===== config.mk =====
export PLATFORM = sky130hd
export DESIGN_NAME = seg_scan_decoder
export DESIGN_NICKNAME = d
export VERILOG_FILES = /design/src/rtl/seg_pkg.sv /design/src/rtl/seg_pattern_decode.sv /design/src/rtl/seg_scan_decoder.sv
export SDC_FILE = /design/constraint.sdc
export NUM_CORES = 1
export LEC_CHECK = 0
export ABC_AREA = 1
export BUFFER_PORTS_ARGS = -buffer_cell sky130_fd_sc_hd__buf_4
export CORE_MARGIN = 2
export CORE_UTILIZATION = 40
export DETAILED_ROUTE_END_ITERATION = 10
export RECOVER_POWER = 25
export SETUP_SLACK_MARGIN = 0.2
export SLEW_MARGIN = 0
export SYNTH_ARGS = -nofsm -noshare
export SYNTH_HDL_FRONTEND = slang
export SYNTH_SLANG_ARGS = --single-unit

===== constraint.sdc =====
create_clock -name CLK -period 2.46 [get_ports CLK]
set_input_delay 0.492 -clock CLK [delete_from_list [all_inputs] [get_ports CLK]]
set_output_delay 0.492 -clock CLK [all_outputs]
set_load 0.005 [all_outputs]

===== src/rtl/seg_pkg.sv =====
// Shared constants for the 7-segment scan decoder and display-side drivers.
// Segment patterns are a..g (bit 6 = a), active low; char codes are 5 bits.
package seg_pkg;

  localparam logic [4:0] CH_L     = 5'h10;
  localparam logic [4:0] CH_R     = 5'h11;
  localparam logic [4:0] CH_BLANK = 5'h12;
  localparam logic [4:0] CH_P     = 5'h13;
  localparam logic [4:0] CH_UNK   = 5'h1F;

  localparam logic [6:0] PAT_0     = 7'b0000001;
  localparam logic [6:0] PAT_1     = 7'b1001111;
  localparam logic [6:0] PAT_2     = 7'b0010010;
  localparam logic [6:0] PAT_3     = 7'b0000110;
  localparam logic [6:0] PAT_4     = 7'b1001100;
  localparam logic [6:0] PAT_5     = 7'b0100100;
  localparam logic [6:0] PAT_6     = 7'b0100000;
  localparam logic [6:0] PAT_7     = 7'b0001111;
  localparam logic [6:0] PAT_8     = 7'b0000000;
  localparam logic [6:0] PAT_9     = 7'b0000100;
  localparam logic [6:0] PAT_A     = 7'b0001000;
  localparam logic [6:0] PAT_B     = 7'b1100000;
  localparam logic [6:0] PAT_C     = 7'b0110001;
  localparam logic [6:0] PAT_D     = 7'b1000010;
  localparam logic [6:0] PAT_E     = 7'b0110000;
  localparam logic [6:0] PAT_F     = 7'b0111000;
  localparam logic [6:0] PAT_L     = 7'b1110001;
  localparam logic [6:0] PAT_R     = 7'b1111010;
  localparam logic [6:0] PAT_BLANK = 7'b1111111;
  localparam logic [6:0] PAT_P     = 7'b0011000;

  typedef enum logic [1:0] {
    StWait,
    StAccept,
    StHold
  } state_e;

endpackage


===== src/rtl/seg_pattern_decode.sv =====
// Combinational map from an active-low a..g pattern to a 5-bit char code.
module seg_pattern_decode
  import seg_pkg::*;
(
  input  logic [6:0] pat_i,
  output logic [4:0] code_o
);

  always_comb begin
    code_o = CH_UNK;
    case (pat_i)
      PAT_0:     code_o = 5'h00;
      PAT_1:     code_o = 5'h01;
      PAT_2:     code_o = 5'h02;
      PAT_3:     code_o = 5'h03;
      PAT_4:     code_o = 5'h04;
      PAT_5:     code_o = 5'h05;
      PAT_6:     code_o = 5'h06;
      PAT_7:     code_o = 5'h07;
      PAT_8:     code_o = 5'h08;
      PAT_9:     code_o = 5'h09;
      PAT_A:     code_o = 5'h0A;
      PAT_B:     code_o = 5'h0B;
      PAT_C:     code_o = 5'h0C;
      PAT_D:     code_o = 5'h0D;
      PAT_E:     code_o = 5'h0E;
      PAT_F:     code_o = 5'h0F;
      PAT_L:     code_o = CH_L;
      PAT_R:     code_o = CH_R;
      PAT_BLANK: code_o = CH_BLANK;
      PAT_P:     code_o = CH_P;
      default:   code_o = CH_UNK;
    endcase
  end

endmodule


===== src/rtl/seg_scan_decoder.sv =====
// Monitors a multiplexed 7-segment scan, de-glitches it and rebuilds 4-digit frames.
// Each stable {DISP_EN,SEGMENTS} interval is accepted exactly once.
module seg_scan_decoder
  import seg_pkg::*;
#(
  parameter int unsigned STABLE_CYCLES  = 4,
  parameter int unsigned TIMEOUT_CYCLES = 65536
) (
  input  logic        CLK,
  input  logic        RST,
  input  logic [3:0]  DISP_EN,
  input  logic [7:0]  SEGMENTS,
  output logic [19:0] CHARS,
  output logic [3:0]  DPS,
  output logic        FRAME_VLD,
  output logic        STALE,
  output logic        ERR
);

  localparam int unsigned SW = $clog2(STABLE_CYCLES) + 1;
  localparam int unsigned TW = $clog2(TIMEOUT_CYCLES) + 1;
  localparam logic [SW-1:0] STABLE_MAX = SW'(STABLE_CYCLES);
  localparam logic [TW-1:0] TO_MAX     = TW'(TIMEOUT_CYCLES - 1);

  state_e          state_q, state_d;
  logic [11:0]     in_q, prev_q, smp_q, smp_d;
  logic [SW-1:0]   stab_q, stab_d;
  logic [TW-1:0]   to_q, to_d;
  logic [3:0]      seen_q, seen_d;
  logic [3:0][4:0] slot_q, slot_d;
  logic [3:0]      sdp_q, sdp_d;
  logic [19:0]     chars_q, chars_d;
  logic [3:0]      dps_q, dps_d;
  logic            vld_q, vld_d;
  logic            err_q, err_d;
  logic            chg;
  logic [3:0]      hit;
  logic            bad_en;
  logic [4:0]      dec_code;

  seg_pattern_decode u_decode (
    .pat_i  (smp_q[7:1]),
    .code_o (dec_code)
  );

  // stab_q describes how long prev_q has held its value
  assign chg = (in_q != prev_q);

  always_comb begin
    if (chg) begin
      stab_d = SW'(1);
    end else if (stab_q == STABLE_MAX) begin
      stab_d = stab_q;
    end else begin
      stab_d = stab_q + 1'b1;
    end
  end

  always_comb begin
    hit    = 4'b0000;
    bad_en = 1'b0;
    case (smp_q[11:8])
      4'b1110: hit = 4'b0001;
      4'b1101: hit = 4'b0010;
      4'b1011: hit = 4'b0100;
      4'b0111: hit = 4'b1000;
      4'b1111: hit = 4'b0000;
      default: bad_en = 1'b1;
    endcase
  end

  always_comb begin
    state_d = state_q;
    smp_d   = smp_q;
    seen_d  = seen_q;
    slot_d  = slot_q;
    sdp_d   = sdp_q;
    chars_d = chars_q;
    dps_d   = dps_q;
    vld_d   = 1'b0;
    err_d   = 1'b0;
    to_d    = (to_q == TO_MAX) ? to_q : to_q + 1'b1;
    case (state_q)
      StWait: begin
        if (stab_q == STABLE_MAX) begin
          smp_d   = prev_q;
          state_d = StAccept;
        end
      end
      StAccept: begin
        state_d = chg ? StWait : StHold;
        err_d   = bad_en;
        if (hit != 4'b0000) begin
          to_d = '0;
          for (int i = 0; i < 4; i++) begin
            if (hit[i]) begin
              slot_d[i] = dec_code;
              sdp_d[i]  = ~smp_q[0];
            end
          end
          seen_d = seen_q | hit;
          if (seen_d == 4'b1111) begin
            chars_d = slot_d;
            dps_d   = sdp_d;
            vld_d   = 1'b1;
            seen_d  = 4'b0000;
          end
        end
      end
      StHold: begin
        if (chg) state_d = StWait;
      end
      default: state_d = StWait;
    endcase
  end

  always_ff @(posedge CLK) begin
    if (RST) begin
      state_q <= StWait;
      in_q    <= 12'hFFF;
      prev_q  <= 12'hFFF;
      smp_q   <= 12'hFFF;
      stab_q  <= '0;
      to_q    <= '0;
      seen_q  <= 4'b0000;
      slot_q  <= {4{CH_BLANK}};
      sdp_q   <= 4'b0000;
      chars_q <= {4{CH_BLANK}};
      dps_q   <= 4'b0000;
      vld_q   <= 1'b0;
      err_q   <= 1'b0;
    end else begin
      state_q <= state_d;
      in_q    <= {DISP_EN, SEGMENTS};
      prev_q  <= in_q;
      smp_q   <= smp_d;
      stab_q  <= stab_d;
      to_q    <= to_d;
      seen_q  <= seen_d;
      slot_q  <= slot_d;
      sdp_q   <= sdp_d;
      chars_q <= chars_d;
      dps_q   <= dps_d;
      vld_q   <= vld_d;
      err_q   <= err_d;
    end
  end

  assign CHARS     = chars_q;
  assign DPS       = dps_q;
  assign FRAME_VLD = vld_q;
  assign ERR       = err_q;
  assign STALE     = (to_q >= TO_MAX);

endmodule


==> impl_metrics.toml, run 1 <==
[run_status]
run_status = "complete, but fails checks"
violations = "design-rule violations"

[critical_path]
timing.critical_path.max_delay_family = "simple AND/OR/NAND/NOR gates"
start_kind = "register"
crit_type = "reg2out"
critical_path_required_ps = 1970
cp-end-kind = "primary output"
worstPathBufferInverterCount = 1
library_cell_contributing_the_largest_single_delay_on_the_critical_path = "dfxtp_2"
timing.critical_path.fanout_max = 4
worst_ep_arrival_time_ps = 1650
critPathMaxStageDelay_ps = 340
critical_path.cell_chain = "ha_2 > nand3_1 > nor2_2 > nand3_2 > nor2_2 > nand2_1 > nand3_1 > buf_4"

[cells_and_area]
final.fill_count = 1103
area.growth.synth_to_final_pct = 17.9
count_of_antenna_diodes_in_the_layout = 0
layout.cells.non_filler = 795
stdcell_area_mm2 = 0.00563
layout-drive-gt1-share_pct = 21.6
multiInputGateArea_mm2 = 0.00226
layout.area.seq_mm2 = 0.00224
fin_nets = 664
most-common-layout-cells = "110 x dfxtp_1, 110 x nand2_1, 77 x nand3_1"

[power_and_ir_drop]
p_leak_uw = 0.00248
share_seq_of_total_power_pct = 53.7
power.share.combinational_pct = 2.8
power-per-cell-area_mw_per_mm2 = 613
p_clk_share_pct = 43.5
power_uw = 3450
netSwitchingPower_uw = 750
switching_share_pct = 21.8
max-vdd-ir-drop_v = 0.000450
p_int_uw = 2700

[logic_synthesis]
synth_warnings = 0
synth_sequential_area_ratio_pct = 47.0
synth.distinct_cells = 42
synthCells = 595
netlist_area_mm2 = 0.00477
synth.avg_cell_area_um2 = 8.02
postSynthNetCount = 612
ys_ff_latch = 112

[placement]
io_buffer_count = 40
placed_cells = 772
post-dp-hpwl_mm = 7.24
detailed_place.area_mm2 = 0.00524
gp_congestion = 0.864

[run]
max_cap_viols = 0

[clocking]
tritoncts = "yes"
number_of_clock_sinks = 112
clockBufferDepth = 2
clock_tree.htree_level_count = 3
total_of_hold_buffers_inserted_after_clock_tree_synthesis = 0
worstSkewPairLatency_ps = 350
cts_made_buffers = 9
clk_pin_slew_ps = 70
cts.root.buffer_cell = "clkbuf_16"

[sta]
finalWorstPathRequiredPeriod_ps = 2140
setup-tns-final_ps = 0
maxClockFrequency_mhz = 467
tightest_slew_ps = 477
timing.final.hold_violations = 0
rsz0062_at_grt = "yes"
setup_violations = 0
clock-skew-final_ps = 5.31
min_period_over_period_pct = 87.0
max-slew-margin-rel_pct = 67.4
maxSlewViolCount = 0

[grt]
grt_pass1_wl_mm = 16.9
groute.usage.overall_pct = 16.1
grt_start_max_net_pins = 31
number_of_antenna_violations_at_the_first_check_in_global_routing = 0
number_of_global_route_vias_before_repair = 3626
grt_remaining_overflow = 0

[floorplan]
row_cnt = 39
floorplan.initialDensity_pct = 41.4
die_w_um = 113
floorplan.io_pins = 41
die_height_um = 113
floorplan.die_area_mm2 = 0.0128
core_area_mm2 = 0.0115

[detailed_routing]
post_drt_wl_per_cell_um = 12.3
firstDrtPassIters = 8
detailroute.via_count = 3945
antenna_viol_nets_final = 0
initialDrtViolationCount = 197
routed_via_density = 4.96
wirelength_mm = 9.78
drc = 4

[min_path]
timing.hold.worst.class = "in2reg"
## state kept, by name, indices dropped and copies added, names as in the netlist
name       cells
sdp_q          4
CHARS         20
smp_q         12
seen_q         4
in_q          12
ERR            1
slot_q        20
to_q          17
prev_q        12
stab_q         3
state_q        2
FRAME_VLD      1
DPS            4
## power by group through the flow
stage | Clock (uW) | Combinational [uW] | Sequential (uW)
5_1_grt | 1620 | 110 | 1850
3_5_place_dp | 0 | 98.3 | 1890
3_3_place_gp | 0 | 96.0 | 1890
4_1_cts | 1550 | 98.3 | 1850
2_1_floorplan | 0 | 68.2 | 1890
6_report | 1500 | 96.5 | 1850
## what timing repair did
action                     CTS  global route
setup endpoints to repair    1             3
buffers inserted             2             5
resized for setup            3             6
pin swaps                    1             5
## metrics by stage
step	hold slack [ps]	setup slack (ps)	util (%)
2_1_floorplan	423	531	-
3_3_place_gp	442	429	45.5
4_1_cts	304	234	48.4
6_report	318	320	48.8
3_5_place_dp	443	412	45.5
5_1_grt	307	188	48.8
## cell type report
cell class / instances / area share [%]
sequential: 112 / 39.9
tap: 143 / 3.18
timing repair buffer: 56 / 7.47
clock buffer: 9 / 4.00
clock inverter: 7 / 1.51
inverter: 55 / 3.76
multi-input combinational: 413 / 40.2
## cells in the mapped netlist (all sizes together)
cell     number  area, um^2
o211ai       13        97.6
a2111oi       2        17.5
a31oi         1        6.26
nand3        81         428
a21oi        15        75.1
xor2          9        78.8
a211oi        1        7.51
nor2         56         258
nand3b        1        7.51
clkbuf        9        33.8
clkinv        3        16.3
nand2       115         454
nor4          1        6.26
ha            3        37.5
o22ai         4        25.0
buf           6        51.3
nand4        11        90.1
xnor2        17         149
nor3b         1        7.51
and3          1        6.26
or2          37         234
inv          52         195
o21ai        32         160
o21a          2        15.0
dfxtp       112        2240
nor3         10        72.6
## routing by layer
layer | GRT usage (%) | share of wire (%) | routed length, um
met5 | 0 | 0 | 0
met2 | 25.5 | 45 | 4380
met4 | 6.50 | 2.0 | 194
met1 | 21.3 | 47 | 4640
met3 | 3.91 | 5.8 | 563
## worst paths after layout
path / from / to / slack, ps / cells after the start
worst min-delay path: SEGMENTS[3] / in_q[3] / 320 / 2
worst max-delay path: to_q[0] / STALE / 320 / 8
worst max register to register: smp_q[10] / CHARS[5] / 390 / 12
worst min register to register: CHARS[0] / CHARS[0] / 450 / 2
## cells by family (layout without fill, tap and decap cells)
group	Yosys count	count (layout)	share of synthesized area, %
DFF	112	112	47.0
xor gates and xnor gates	26	26	4.77
adders and majority gates	3	3	0.787
AOI/OAI and AO/OA	70	70	8.47
buffers and inverters	70	127	6.21
and+or+nand+nor	314	314	32.8
No activity file was read; power rests on OpenSTA's default activity.
==> run 2: changes to the inputs <==
--- a/config.mk
+++ b/config.mk
@@ -6,11 +6,13 @@
 export NUM_CORES = 1
 export LEC_CHECK = 0
 export ABC_AREA = 1
+export ABC_CLOCK_PERIOD_IN_PS = 2460
 export BUFFER_PORTS_ARGS = -buffer_cell sky130_fd_sc_hd__buf_4
 export CORE_MARGIN = 2
 export CORE_UTILIZATION = 40
 export DETAILED_ROUTE_END_ITERATION = 10
 export RECOVER_POWER = 25
+export REMOVE_ABC_BUFFERS = 1
 export SETUP_SLACK_MARGIN = 0.2
 export SLEW_MARGIN = 0
 export SYNTH_ARGS = -nofsm -noshare
==> impl_metrics.toml, run 2 (synthesis results as in run 1) <==
[run_status]
run_status = "complete, but fails checks"
violations = "design-rule violations"

[critical_path]
start_kind = "register"
timing.critical_path.fanout_max = 4
library_cell_contributing_the_largest_single_delay_on_the_critical_path = "dfxtp_1"
worstReg2RegStart = "to_q[0]"
startpoint = "to_q[0]"
critical_path_cell_count = 8
critical_path.cell_chain = "ha_2 > nand3_1 > nor2_2 > nand3_2 > nor2_2 > nand2_1 > nand3_1 > buf_4"
r2r-end = "to_q[0]"
worstPathBufferInverterCount = 1
r2r_setup_slack_ps = 440
worst_ep_arrival_time_ps = 1680
crit_type = "reg2out"
cp-end-kind = "primary output"
critPathMaxStageDelay_ps = 370
critical_path_required_ps = 1970
worst_setup_path_endpoint = "STALE"
depth_of_the_worst_register_to_register_path = 9
timing.critical_path.max_delay_family = "simple AND/OR/NAND/NOR gates"

[sta]
setup-tns-final_ps = 0
clock-skew-final_ps = 6.75
tightest_slew_ps = 662
setup_violations = 0
min_period_over_period_pct = 88.4
rsz0062_at_grt = "yes"
maxSlewViolCount = 0
timing.final.hold_violations = 0
max-slew-margin-rel_pct = 55.9
finalWorstPathRequiredPeriod_ps = 2170
maxClockFrequency_mhz = 460

[detailed_routing]
firstDrtPassIters = 8
antenna_viol_nets_final = 0
post_drt_wl_per_cell_um = 12.8
routed_via_density = 4.98
drc = 3
wirelength_mm = 10.1
detailroute.via_count = 3957
initialDrtViolationCount = 202

[floorplan]
core_area_mm2 = 0.0115
die_w_um = 113
floorplan.initialDensity_pct = 41.4
floorplan.io_pins = 41
die_height_um = 113
row_cnt = 39
floorplan.die_area_mm2 = 0.0128

[clocking]
clk_pin_slew_ps = 70
worstSkewPairLatency_ps = 340
total_of_hold_buffers_inserted_after_clock_tree_synthesis = 0
number_of_clock_sinks = 112
cts.root.buffer_cell = "clkbuf_16"
cts_made_buffers = 9
tritoncts = "yes"
clockBufferDepth = 2
clock_tree.htree_level_count = 3

[cells_and_area]
layout-drive-gt1-share_pct = 20.1
layout_commonest_cell = "dfxtp_1"
fin_nets = 663
stdcell_area_mm2 = 0.00559
area.growth.synth_to_final_pct = 17.0
count_of_antenna_diodes_in_the_layout = 0
most-common-layout-cells = "112 x dfxtp_1, 110 x nand2_1, 77 x nand3_1"

[grt]
grt_start_max_net_pins = 25
grt_remaining_overflow = 0
number_of_antenna_violations_at_the_first_check_in_global_routing = 0
grt_pass1_wl_mm = 17.3
number_of_global_route_vias_before_repair = 3659
groute.usage.overall_pct = 16.5

[power_and_ir_drop]
power-per-cell-area_mw_per_mm2 = 607
p_leak_uw = 0.00245
max-vdd-ir-drop_v = 0.000344

[placement]
io_buffer_count = 40
detailed_place.area_mm2 = 0.00525
gp_congestion = 0.874
post-dp-hpwl_mm = 7.51

[run]
max_cap_viols = 0

[min_path]
timing.hold.worst.class = "in2reg"
[run 2: repair_timing]
action | CTS | global route
resized for setup | 4 | 1
cloned | 0 | 0
endpoints found under the hold margin | 0 | 0
pin swaps | 2 | 2
buffers inserted | 3 | 2
endpoints found under the setup margin | 1 | 6
[run 2: layout make-up]
type | instances | area (um^2)
Inverter | 55 | 211
Clock inverter | 4 | 55.1
Multi-Input combinational cell | 413 | 2260
Timing Repair Buffer | 55 | 405
Sequential cell | 112 | 2240
Fill cell | 1143 | 5930
Clock buffer | 12 | 236
Tap cell | 143 | 179
[run 2: per-stage QoR]
| stage | setup WS, ps | power [uW] | hold slack, ps | util [%] | instances |
|---|---|---|---|---|---|
| after floorplan | 281 | 1950 | 420 | - | 580 |
| after CTS | 234 | 3430 | 316 | 48.4 | 792 |
| after detailed placement | 372 | 1990 | 444 | 45.6 | 773 |
| after global routing | 165 | 3510 | 320 | 48.5 | 794 |
| final | 286 | 3390 | 327 | 48.5 | 794 |
| after global placement | 439 | 1990 | 443 | 45.6 | 773 |
[run 2: worst min path at each step]
| stage | startpoint | to | slack (ps) | cells past startpoint |
|---|---|---|---|---|
| 2_1_floorplan | state_q[0] | state_q[0] | 420 | 1 |
| 3_3_place_gp | CHARS[3] | CHARS[3] | 440 | 2 |
| 3_5_place_dp | seen_q[3] | seen_q[3] | 440 | 2 |
| 4_1_cts | SEGMENTS[1] | in_q[1] | 320 | 2 |
| 5_1_grt | DISP_EN[0] | in_q[8] | 320 | 2 |
| 6_report | DISP_EN[0] | in_q[8] | 330 | 2 |
[run 2: power by group]
part / total [uW] / switching [uW] / internal, uW
clock network: 1440 / 645 / 795
logic: 97.3 / 48.2 / 49.1
registers: 1850 / 15.9 / 1840
[run 2: routing by layer]
| layer | track usage, % | vias up | share of wire [%] | routed length, um |
|---|---|---|---|---|
| met5 | 0 | - | 0 | 0 |
| met4 | 5.37 | 0 | 1.4 | 144 |
| met3 | 3.21 | 10 | 3.1 | 317 |
| met2 | 26.9 | 65 | 48 | 4820 |
| met1 | 22.0 | 1810 | 48 | 4850 |
| li1 | - | 2072 | - | - |
==> run 3: changes to the inputs <==
--- a/config.mk
+++ b/config.mk
@@ -7,7 +7,7 @@
 export LEC_CHECK = 0
 export ABC_AREA = 1
 export ABC_CLOCK_PERIOD_IN_PS = 2460
-export BUFFER_PORTS_ARGS = -buffer_cell sky130_fd_sc_hd__buf_4
+export BUFFER_PORTS_ARGS = -buffer_cell sky130_fd_sc_hd__buf_2
 export CORE_MARGIN = 2
 export CORE_UTILIZATION = 40
 export DETAILED_ROUTE_END_ITERATION = 10
==> impl_metrics.toml, run 3 (synthesis results as in run 1) <==
[critical_path]
worst_ep_arrival_time_ps = 1680
critPathMaxStageDelay_ps = 350
cp-end-kind = "primary output"
critical_path_required_ps = 1970
start_kind = "register"
crit_type = "reg2out"
library_cell_contributing_the_largest_single_delay_on_the_critical_path = "dfxtp_1"
critical_path.cell_chain = "ha_2 > nand3_2 > nor2_2 > nand3_2 > nor2_4 > nand2_1 > nand3_1 > buf_2"
critical_path.most_common_cell = "nand3_2"
timing.critical_path.fanout_max = 3

[grt]
groute.layer.met3.usage_pct = 3.96
busiest_layer_in_global_routing = "met2"
grtUsageMet1_pct = 23.0
grt_util_met2_pct = 25.4
number_of_antenna_violations_at_the_first_check_in_global_routing = 0
grt_remaining_overflow = 0
number_of_global_route_vias_before_repair = 3724
grt_start_max_net_pins = 33
groute.usage.overall_pct = 16.6
grt_pass1_wl_mm = 17.4

[sta]
maxSlewViolCount = 0
clock-skew-final_ps = 7.18
maxClockFrequency_mhz = 461
max-slew-margin-rel_pct = 53.9
fin_ws_ps = 292
holdWs_ps = 327
min_period_over_period_pct = 88.1
setup_violations = 0
tightest_slew_ps = 692
rsz0062_at_grt = "yes"
setup-tns-final_ps = 0
finalWorstPathRequiredPeriod_ps = 2170
timing.final.hold_violations = 0

[cells_and_area]
count_of_antenna_diodes_in_the_layout = 0
final.fill_count = 1128
layout-drive-gt1-share_pct = 20.6
most-common-layout-cells = "111 x dfxtp_1, 110 x nand2_1, 76 x nand3_1"
utilization_pct = 47.7
fin_nets = 663
layout_commonest_cell = "dfxtp_1"
multiInputGateArea_mm2 = 0.00227
layout.area.seq_mm2 = 0.00224
area.growth.synth_to_final_pct = 15.0

[detailed_routing]
routed_via_density = 4.97
initialDrtViolationCount = 262
drc = 3
detailroute.via_count = 3947
wirelength_mm = 10.3
post_drt_wl_per_cell_um = 13.0
antenna_viol_nets_final = 0
firstDrtPassIters = 8

[power_and_ir_drop]
power_uw = 3310
p_leak_uw = 0.00243
max-vdd-ir-drop_v = 0.000460
power-per-cell-area_mw_per_mm2 = 603

[placement]
post-dp-hpwl_mm = 7.34
io_buffer_count = 40
gp_congestion = 0.889
pre_cts_ws_ps = 411

[min_path]
timing.hold.worst.class = "in2reg"

[floorplan]
die_w_um = 113
row_cnt = 39
floorplan.initialDensity_pct = 41.4
floorplan.die_area_mm2 = 0.0128
floorplan.io_pins = 41
die_height_um = 113
core_area_mm2 = 0.0115

[clocking]
clk_pin_slew_ps = 70
total_of_hold_buffers_inserted_after_clock_tree_synthesis = 0
cts.root.buffer_cell = "clkbuf_16"
clockBufferDepth = 2
number_of_clock_sinks = 112
worstSkewPairLatency_ps = 340
tritoncts = "yes"
clock_tree.htree_level_count = 3
cts_made_buffers = 9

[run]
max_cap_viols = 0

[run_status]
violations = "design-rule violations"
run_status = "complete, but fails checks"
run 3: report_power, final:
group | internal, uW | switching, uW
Clock | 718 | 648
Combinational | 43.7 | 50.1
Sequential | 1840 | 16.1
run 3: layout make-up:
class,instances,share of cell area [%]
sequential,112,40.9
multi-input combinational,413,41.4
inverter,55,3.85
tap,143,3.26
timing repair buffer,55,5.58
clock inverter,4,0.547
clock buffer,12,4.49
run 3: path summary, 6_finish.rpt:
path | to | slack [ps] | from | cells past startpoint
min | in_q[1] | 330 | SEGMENTS[1] | 2
max | STALE | 290 | to_q[1] | 8
min reg2reg | CHARS[15] | 460 | CHARS[15] | 2
max reg2reg | CHARS[17] | 470 | smp_q[9] | 11
run 3: timing repair:
item / 4_1_cts / 5_1_grt
endpoints found under the setup margin: 1 / 9
gates resized for setup: 4 / 6
pin swaps: 1 / 2
buffers inserted: 2 / 4
run 3: layer usage:
metal / wire length [um] / vias to the layer above
li1: - / 2058
met1: 5120 / 1789
met2: 4610 / 85
met3: 403 / 15
met4: 159 / 0
met5: 0 / -
run 3: worst max-delay path: cells and delay by family (launching register included):
family                     cells  cell delay (ps)
adders and majority gates      1              220
buffers and inverters          1              110
and+or+nand+nor                6              660
DFF                            1              350
run 3: through the flow:
step / area (um^2) / std cells
6_report: 5490 / 794
5_1_grt: 5490 / 794
4_1_cts: 5450 / 790
3_5_place_dp: 5140 / 772
3_3_place_gp: 5140 / 772
2_1_floorplan: 4690 / 580
